**src/rtl/ysyx_25060170_regfile_mp_if.sv**
```systemverilog
// Bus bundle for the multi-port register file: read ports, write/mark port and dump stream.
// The core side drives through master; the register file sits on slave.
interface ysyx_25060170_regfile_mp_if #(
  parameter int unsigned DATA_W = 32,
  parameter int unsigned ADDR_W = 5,
  parameter int unsigned NREAD  = 2
);
  logic [NREAD*ADDR_W-1:0] raddr;
  logic [NREAD*DATA_W-1:0] rdata;
  logic [NREAD-1:0]        rbusy;
  logic                    we;
  logic [ADDR_W-1:0]       waddr;
  logic [DATA_W-1:0]       wdata;
  logic                    mark_we;
  logic [ADDR_W-1:0]       mark_addr;
  logic                    dump_start;
  logic                    dump_valid;
  logic                    dump_ready;
  logic [ADDR_W-1:0]       dump_idx;
  logic [DATA_W-1:0]       dump_data;
  logic                    dump_busy;
  logic                    dump_done;

  modport master (
    output raddr, we, waddr, wdata, mark_we, mark_addr, dump_start, dump_ready,
    input  rdata, rbusy, dump_valid, dump_idx, dump_data, dump_busy, dump_done
  );

  modport slave (
    input  raddr, we, waddr, wdata, mark_we, mark_addr, dump_start, dump_ready,
    output rdata, rbusy, dump_valid, dump_idx, dump_data, dump_busy, dump_done
  );
endinterface

```
**src/rtl/ysyx_25060170_regfile_mp.sv**
```systemverilog
// Multi-read-port GPR file with optional write bypass, hardwired x0, busy scoreboard
// and a handshaked sequential dump engine for trace/difftest.
module ysyx_25060170_regfile_mp #(
  parameter int unsigned DATA_W   = 32,
  parameter int unsigned ADDR_W   = 5,
  parameter int unsigned NREAD    = 2,
  parameter bit          BYPASS   = 1'b1,
  parameter bit          ZERO_REG = 1'b1
) (
  input logic                       clk,
  input logic                       rst,
  ysyx_25060170_regfile_mp_if.slave bus
);
  localparam int unsigned DEPTH = 2 ** ADDR_W;

  typedef enum logic [1:0] {StIdle, StScan, StDone} dump_state_e;

  logic [DATA_W-1:0]       rf_q [DEPTH];
  logic [DEPTH-1:0]        busy_q, busy_d;
  dump_state_e             state_q, state_d;
  logic [ADDR_W-1:0]       idx_q, idx_d;
  logic                    wr_en;
  logic [NREAD*DATA_W-1:0] rdata;
  logic [NREAD-1:0]        rbusy;

  // A write to a hardwired-zero entry is dropped everywhere, bypass included.
  assign wr_en = bus.we && !(ZERO_REG && (bus.waddr == '0));

  always_ff @(posedge clk) begin
    if (rst) begin
      rf_q <= '{default: '0};
    end else if (wr_en) begin
      rf_q[bus.waddr] <= bus.wdata;
    end
  end

  // Mark is applied after the writeback clear so a same-cycle mark wins.
  always_comb begin
    busy_d = busy_q;
    if (bus.we) busy_d[bus.waddr] = 1'b0;
    if (bus.mark_we) busy_d[bus.mark_addr] = 1'b1;
    if (ZERO_REG) busy_d[0] = 1'b0;
  end

  always_ff @(posedge clk) begin
    if (rst) begin
      busy_q <= '0;
    end else begin
      busy_q <= busy_d;
    end
  end

  for (genvar g = 0; g < NREAD; g++) begin : g_rd
    logic [ADDR_W-1:0] ra;
    logic              is_zero;
    logic              hit;
    assign ra      = bus.raddr[g*ADDR_W +: ADDR_W];
    assign is_zero = ZERO_REG && (ra == '0);
    assign hit     = BYPASS && wr_en && (bus.waddr == ra);
    assign rdata[g*DATA_W +: DATA_W] = is_zero ? '0 : (hit ? bus.wdata : rf_q[ra]);
    assign rbusy[g] = !hit && busy_q[ra];
  end

  assign bus.rdata = rdata;
  assign bus.rbusy = rbusy;

  always_comb begin
    state_d = state_q;
    idx_d   = idx_q;
    unique case (state_q)
      StIdle: begin
        if (bus.dump_start) begin
          state_d = StScan;
          idx_d   = '0;
        end
      end
      StScan: begin
        if (bus.dump_ready) begin
          idx_d = idx_q + 1'b1;
          if (&idx_q) state_d = StDone;
        end
      end
      StDone:  state_d = StIdle;
      default: state_d = StIdle;
    endcase
  end

  always_ff @(posedge clk) begin
    if (rst) begin
      state_q <= StIdle;
      idx_q   <= '0;
    end else begin
      state_q <= state_d;
      idx_q   <= idx_d;
    end
  end

  assign bus.dump_valid = (state_q == StScan);
  assign bus.dump_busy  = (state_q != StIdle);
  assign bus.dump_done  = (state_q == StDone);
  assign bus.dump_idx   = idx_q;
  assign bus.dump_data  = (ZERO_REG && (idx_q == '0)) ? '0 : rf_q[idx_q];
endmodule
```
**src/flat_wrapper.sv**
```systemverilog
// flat-port wrapper written by rule: the top's interface ports become plain ports
module ysyx_25060170_regfile_mp_flat 
#(
  parameter int unsigned DATA_W   = 32,
  parameter int unsigned ADDR_W   = 5,
  parameter int unsigned NREAD    = 2,
  parameter bit          BYPASS   = 1'b1,
  parameter bit          ZERO_REG = 1'b1
)
  (clk, rst, bus_raddr, bus_we, bus_waddr, bus_wdata, bus_mark_we, bus_mark_addr, bus_dump_start, bus_dump_ready, bus_rdata, bus_rbusy, bus_dump_valid, bus_dump_idx, bus_dump_data, bus_dump_busy, bus_dump_done);
  ysyx_25060170_regfile_mp_if #(.DATA_W(DATA_W), .ADDR_W(ADDR_W), .NREAD(NREAD)) bus_i ();
  input logic clk;
  input logic rst;
  input wire logic [$bits(bus_i.raddr)-1:0] bus_raddr;
  input wire logic [$bits(bus_i.we)-1:0] bus_we;
  input wire logic [$bits(bus_i.waddr)-1:0] bus_waddr;
  input wire logic [$bits(bus_i.wdata)-1:0] bus_wdata;
  input wire logic [$bits(bus_i.mark_we)-1:0] bus_mark_we;
  input wire logic [$bits(bus_i.mark_addr)-1:0] bus_mark_addr;
  input wire logic [$bits(bus_i.dump_start)-1:0] bus_dump_start;
  input wire logic [$bits(bus_i.dump_ready)-1:0] bus_dump_ready;
  output wire logic [$bits(bus_i.rdata)-1:0] bus_rdata;
  output wire logic [$bits(bus_i.rbusy)-1:0] bus_rbusy;
  output wire logic [$bits(bus_i.dump_valid)-1:0] bus_dump_valid;
  output wire logic [$bits(bus_i.dump_idx)-1:0] bus_dump_idx;
  output wire logic [$bits(bus_i.dump_data)-1:0] bus_dump_data;
  output wire logic [$bits(bus_i.dump_busy)-1:0] bus_dump_busy;
  output wire logic [$bits(bus_i.dump_done)-1:0] bus_dump_done;
  assign bus_i.raddr = bus_raddr;
  assign bus_i.we = bus_we;
  assign bus_i.waddr = bus_waddr;
  assign bus_i.wdata = bus_wdata;
  assign bus_i.mark_we = bus_mark_we;
  assign bus_i.mark_addr = bus_mark_addr;
  assign bus_i.dump_start = bus_dump_start;
  assign bus_i.dump_ready = bus_dump_ready;
  assign bus_rdata = bus_i.rdata;
  assign bus_rbusy = bus_i.rbusy;
  assign bus_dump_valid = bus_i.dump_valid;
  assign bus_dump_idx = bus_i.dump_idx;
  assign bus_dump_data = bus_i.dump_data;
  assign bus_dump_busy = bus_i.dump_busy;
  assign bus_dump_done = bus_i.dump_done;
  ysyx_25060170_regfile_mp #(.DATA_W(DATA_W), .ADDR_W(ADDR_W), .NREAD(NREAD), .BYPASS(BYPASS), .ZERO_REG(ZERO_REG)) u_core (.clk(clk), .rst(rst), .bus(bus_i));
endmodule
```
**config.mk**
```make
export PLATFORM = sky130hd
export DESIGN_NAME = ysyx_25060170_regfile_mp_flat
export DESIGN_NICKNAME = d
export VERILOG_FILES = /design/src/rtl/ysyx_25060170_regfile_mp_if.sv /design/src/rtl/ysyx_25060170_regfile_mp.sv /design/src/flat_wrapper.sv
export SDC_FILE = /design/constraint.sdc
export NUM_CORES = 2
export LEC_CHECK = 0
export ABC_CLOCK_PERIOD_IN_PS = 5200
export BUFFER_PORTS_ARGS = -buffer_cell sky130_fd_sc_hd__buf_2
export CELL_PAD_IN_SITES_DETAIL_PLACEMENT = 2
export CELL_PAD_IN_SITES_GLOBAL_PLACEMENT = 2
export CORE_MARGIN = 3
export CORE_UTILIZATION = 30
export DETAILED_ROUTE_END_ITERATION = 12
export GPL_ROUTABILITY_DRIVEN = 0
export PLACE_DENSITY_LB_ADDON = 0.08
export SLEW_MARGIN = 20
export SYNTH_ARGS = -nofsm -noshare
export SYNTH_HDL_FRONTEND = slang
export SYNTH_SLANG_ARGS = --single-unit
```
**constraint.sdc**
```tcl
create_clock -name clk -period 5.2 [get_ports clk]
set_input_delay 0.26 -clock clk [delete_from_list [all_inputs] [get_ports clk]]
set_output_delay 0.26 -clock clk [all_outputs]
set_load 0.02 [all_outputs]
```
* Word-level counts from Yosys, hierarchy flattened *
Cells that the tools add are included.

word-level totals
  register bits = 1,063
  latch bits = 0
  output and inout bits = 106
  bits in writable memories = 0
  bits of input ports = 58
  memories = 0
  bits in read-only memories = 0

operators by class
  multiplexer cells = 34
  magnitude comparators = 11
  equality and inequality tests = 7
  shift operators = 0
  add/sub/neg operators = 1
  div/mod/pow operators = 0
  bitwise operators = 7
  multiply operators = 0
  reductions and logical operators = 21

operators with widths
  operator                                                    count
  bitwise mux 1024 bit                                        1
  binary-select mux 32 bit (select 5 bit)                     3
  2-to-1 mux 32 bit                                           14
  demux 32 bit (select 5 bit)                                 1
  AND 32 bit                                                  1
  NOT 32 bit                                                  1
  bitwise OR 32 bit                                           1
  >= comparator 6 bit, second input constant                  4
  less-than comparator 5 x 6 -> 1 bit, second input constant  4
  NOT 5 -> 6 bit                                              4
  zero test 5 bit                                             4
  binary-select mux 1 bit (select 5 bit)                      2
  demux 1 bit (select 5 bit)                                  2
  equality test 5 bit                                         2
  >= comparator 5 x 1 -> 1 bit, second input constant         2
  2-to-1 mux 5 bit                                            2
  one-hot mux 5 bit (2 select lines)                          1
  logical AND 1 bit                                           8
  less-than comparator 6 x 1 -> 1 bit, second input constant  1
  2-to-1 mux 2 bit                                            3
  AND reduction 3 bit                                         2
  adder 5 x 1 -> 5 bit, second input constant                 1
  AND reduction 5 bit                                         1
  2-to-1 mux 1 bit                                            4
  other kinds (8)                                             12

* Depth between registers and ports, before layout *
  depth in word-level cells = 9
  depth in mapped cells = 11
  depth with buffers taken out = 6

* Worst setup path after synthesis *
Ideal clock, no wire load.

  path kind = flip-flop to output port
  start point = reg u_core.idx_q[0], in the netlist u_core.bus.dump_idx[0]
  end point = out bus_dump_data[23]
  required time = 4,940 ps
  stages on the path, launching flop included = 8
  path buffers = 3
  arrival = 2,332 ps
  path slack = 2,608 ps
  cell sequence = dfxtp_1 > clkbuf_1 > buf_6 > buf_2 > mux4_2 > mux4_2 > nand2_1 > o21ai_1

between the ends
  cells in the longest elaborated chain, start to end = 5
  elaborated cells between the ends (all ways) = 6
  classes of those cells = 4 x mux; 1 x bitwise; 1 x reduce/logical

RTL lines
  item                                                  RTL line                         RTL
  start, declared                                       ysyx_25060170_regfile_mp.sv:21   logic [ADDR_W-1:0] idx_q, idx_d;
  start signal, assigned                                ysyx_25060170_regfile_mp.sv:94   idx_q <= idx_d;
  NOT 5 -> 6 bit (implied by the code)                  ysyx_25060170_regfile_mp.sv:102  assign bus.dump_data = (ZERO_REG && (idx_q == '0)) ? '0 : rf_q[idx_q];
  binary-select mux 32 bit (select 5 bit)               ysyx_25060170_regfile_mp.sv:102
  2-to-1 mux 32 bit (implied by the code) (2 in a row)  ysyx_25060170_regfile_mp.sv:102
  2-to-1 mux 32 bit (*)                                 ysyx_25060170_regfile_mp.sv:102
  end, declared                                         flat_wrapper.sv:26               output wire logic [$bits(bus_i.dump_data)-1:0] bus_dump_data;

Every way passes the cells marked *; elsewhere a longest branch is shown, timed or not. The select of a mux whose other input is x is not followed.

* Worst setup path after layout *
  start point = in bus_raddr[2]
  end point = out bus_rdata[27]

between the ends
  cells in the longest elaborated chain, start to end = 6
  elaborated cells between the ends (all ways) = 9
  classes of those cells = 1 x eq/ne; 5 x mux; 1 x bitwise; 2 x reduce/logical

RTL lines
  item                                                  RTL line                        RTL
  start, declared                                       flat_wrapper.sv:14              input wire logic [$bits(bus_i.raddr)-1:0] bus_raddr;
  NOT 5 -> 6 bit (implied by the code)                  ysyx_25060170_regfile_mp.sv:60  assign rdata[g*DATA_W +: DATA_W] = is_zero ? '0 : (hit ? bus.wdata : rf_q[ra]);
  binary-select mux 32 bit (select 5 bit)               ysyx_25060170_regfile_mp.sv:60
  2-to-1 mux 32 bit (implied by the code) (2 in a row)  ysyx_25060170_regfile_mp.sv:60
  2-to-1 mux 32 bit                                     ysyx_25060170_regfile_mp.sv:60
  2-to-1 mux 32 bit (*)                                 ysyx_25060170_regfile_mp.sv:60
  end, declared                                         flat_wrapper.sv:22              output wire logic [$bits(bus_i.rdata)-1:0] bus_rdata;

Marked as above.

==> impl_metrics.env <==
export IMPL_grt_overflow=0
export IMPL_path_clk_slew_ps=60
export IMPL_vias_per_cell=6.38
export IMPL_cts_tree="yes"
export IMPL_drtIter0Drc=7274
export IMPL_ys_seq_area_frac=0.339
export IMPL_dieArea_um2=215000
export IMPL_fin_setup_tns_ps=0
export IMPL_routed_wl_um=397000
export IMPL_finalHoldViolations=0
export IMPL_avgSynthCellArea_um2=9.05
export IMPL_ys_seq_elements=1062
export IMPL_syn_area_um2=62700
export IMPL_p_sw_frac=0.292
export IMPL_grt_util_met3=0.0604
export IMPL_cts_max_path_buffers=3
export IMPL_power_internal_uw=15200
export IMPL_ioPinCount=164
export IMPL_syn_num_nets=6992
export IMPL_p_comb_frac=0.121
export IMPL_grt_usage=0.360
export IMPL_setup_viol=0
export IMPL_yosysMostFrequentCell="nand2_1"
export IMPL_grt_first_pass_wirelength_um=540000
export IMPL_antenna_found_initial=36
export IMPL_cp_max_fo=34
export IMPL_chipWidth_um=463
export IMPL_cp_start_kind="input pin"
export IMPL_die_height_um=463
export IMPL_root_buffer="clkbuf_16"
export IMPL_rows=167
export IMPL_dpl_hpwl_um=247000
export IMPL_crit_required_ps=4940
export IMPL_post_drt_wl_per_cell_um=41.1
export IMPL_ir_worst_vdd_mv=0.350
export IMPL_ff2ff_path_depth=8
export IMPL_cts_buffers=143
export IMPL_drtAntennaViolNets=0
export IMPL_syn_inst=6931
export IMPL_dr_pass1_iters=5
export IMPL_cp_arrival_ps=4130
export IMPL_grt_most_used_layer="met2"
export IMPL_synth_edf_count=0
export IMPL_slew_violations=0
export IMPL_power_density_nw_per_um2=298
export IMPL_status="complete, no violations"
export IMPL_drive_gt1_frac=0.211
export IMPL_power_leakage_uw=0.0236
export IMPL_first_global_vias=61700
export IMPL_endpoint_kind="output port"
export IMPL_port_buffers=163
export IMPL_core_area_um2=207000
export IMPL_grt_max_degree=151
export IMPL_hold_path_class="in2reg"
export IMPL_nets=6808
export IMPL_post_route_period_util=0.845
export IMPL_crit_type="in2out"
export IMPL_yosys_area_top_type="dfxtp_1"
export IMPL_clock_power_share=0.492
export IMPL_cts_num_sinks=1062
export IMPL_met2_usage=0.568
export IMPL_synth_top_cell_area_share=0.339
export IMPL_holdWs_ps=48.3
export IMPL_synth_common_cells="nand2_1, dfxtp_1, a21oi_1"
export IMPL_fin_crit_ps=4390
export IMPL_post_cts_resized=0
export IMPL_ys_types=71
export IMPL_synth_warnings=0
export IMPL_slew_headroom=0.186
export IMPL_fill_cells=22700
export IMPL_synthFlopType="dfxtp_1"
export IMPL_drc=0
export IMPL_crit_start="bus_raddr[2]"
export IMPL_endpoint="bus_rdata[27]"
export IMPL_grtUsageMet1=0.473
export IMPL_h_tree_depth=4
export IMPL_seq_power_share=0.386
export IMPL_asyncSetResetFlopFracSynth=0
export IMPL_start_util=0.302
export IMPL_r2r_start="u_core.bus.dump_idx[0]"
export IMPL_p_sw_uw=6260
export IMPL_tightest_slew_ps=1220
export IMPL_r2r_setup_slack_ps=2830
export IMPL_synthTopCellsByArea="dfxtp_1, mux4_2, nand2_1"
export IMPL_num_vias=61600
export IMPL_r2r_end="u_core.state_q[0]"
export IMPL_max_cap_violations=0
export IMPL_clock_fmax_ghz=0.228
export IMPL_syn_to_final_growth_pct=14.6
export IMPL_skew_ps=5.04
export IMPL_rsz0062_at_grt="false"
export IMPL_insertion_delay_ps=810
==> worst min-delay path by stage <==
stage,from,endpoint,slack (ps),cells after the start
floorplan,bus_dump_ready,u_core.state_q[1],410,1
global placement,u_core.rf_q[823],u_core.rf_q[823],460,2
detailed placement,u_core.rf_q[933],u_core.rf_q[933],480,2
CTS,bus_wdata[20],u_core.rf_q[532],1,3
global route,bus_wdata[20],u_core.rf_q[660],40,3
finish,bus_wdata[18],u_core.rf_q[978],50,3
==> state kept, by name (all words and copies together), names as in the netlist <==
| register | flops |
|---|---|
| u_core.busy_q | 31 |
| u_core.state_q | 2 |
| u_core.bus.dump_idx | 5 |
| u_core.rf_q | 1024 |
==> power by group through the flow <==
stage,clock [µW],sequential [µW],combinational (µW)
finish,10600,8290,2600
global placement,0,8460,2510
floorplan,0,8420,1410
global route,11000,8290,2640
CTS,10700,8290,2560
detailed placement,0,8460,2530
==> timing repair <==
item                      CTS  global route
hold buffers               24             0
hold endpoints to repair  379             0
setup buffers               0             0
==> stage by stage <==
step | instance area, µm² | total power, µW | cells | util | worst slack, ps
after floorplan | 62700 | 9830 | 6931 | - | 2610
after detailed placement | 66800 | 11000 | 9366 | 0.322 | 1090
after CTS | 71800 | 21500 | 9649 | 0.346 | 892
after global placement | 66600 | 11000 | 9360 | 0.321 | 886
after global routing | 71900 | 21900 | 9650 | 0.346 | 838
final | 71900 | 21500 | 9661 | 0.346 | 808
==> final cells by class <==
type                    instances  area [µm²]  area share
diodes                         12        30.0    0.000418
clock buffers                 222        4420      0.0614
clock inverters                37         435     0.00606
inverters                      39         146     0.00204
multi-input cells            5082       38500       0.536
flip-flops and latches       1062       21300       0.296
well taps                    2788        3490      0.0485
repair buffers                419        3540      0.0493
==> cell usage in the layout, fill, tap and decap left out, types with 39 or more instances in the layout <==
master,n
nand2_1,2112
dfxtp_1,1057
a21oi_1,1054
mux4_2,686
mux2i_1,294
buf_4,183
buf_2,153
clkbuf_16,152
nor2_1,93
a22oi_1,84
o22ai_1,83
a221oi_1,66
nor3_1,59
o21ai_1,58
buf_12,49
o21ai_0,46
nor2b_1,39
==> per-layer routing <==
layer | part of all wire | vias up | wire, µm
met5 | 0.00019 | - | 74
met4 | 0.059 | 10 | 23600
met3 | 0.071 | 840 | 28400
met2 | 0.45 | 2842 | 181000
met1 | 0.41 | 33300 | 165000
li1 | - | 24600 | -
==> kinds of logic after synthesis <==
group / Yosys count / synth area share
adders and majority gates: 3 / 0.000599
DFF: 1062 / 0.339
buffers and inverters: 787 / 0.0562
AOI/OAI and AO/OA: 1531 / 0.140
and+or+nand+nor: 2499 / 0.158
muxes: 1037 / 0.304
xor gates and xnor gates: 12 / 0.00168
==> worst max-delay path, cell delays in order <==
cell and delay (ps):
buf_6 420, nor2b_4 750, buf_4 490, nand2_1 130, a311oi_1 510, a21oi_1 90
nor3_1 970, nor3_1 110, buf_2 220
(Power assumes the default switching activity.)
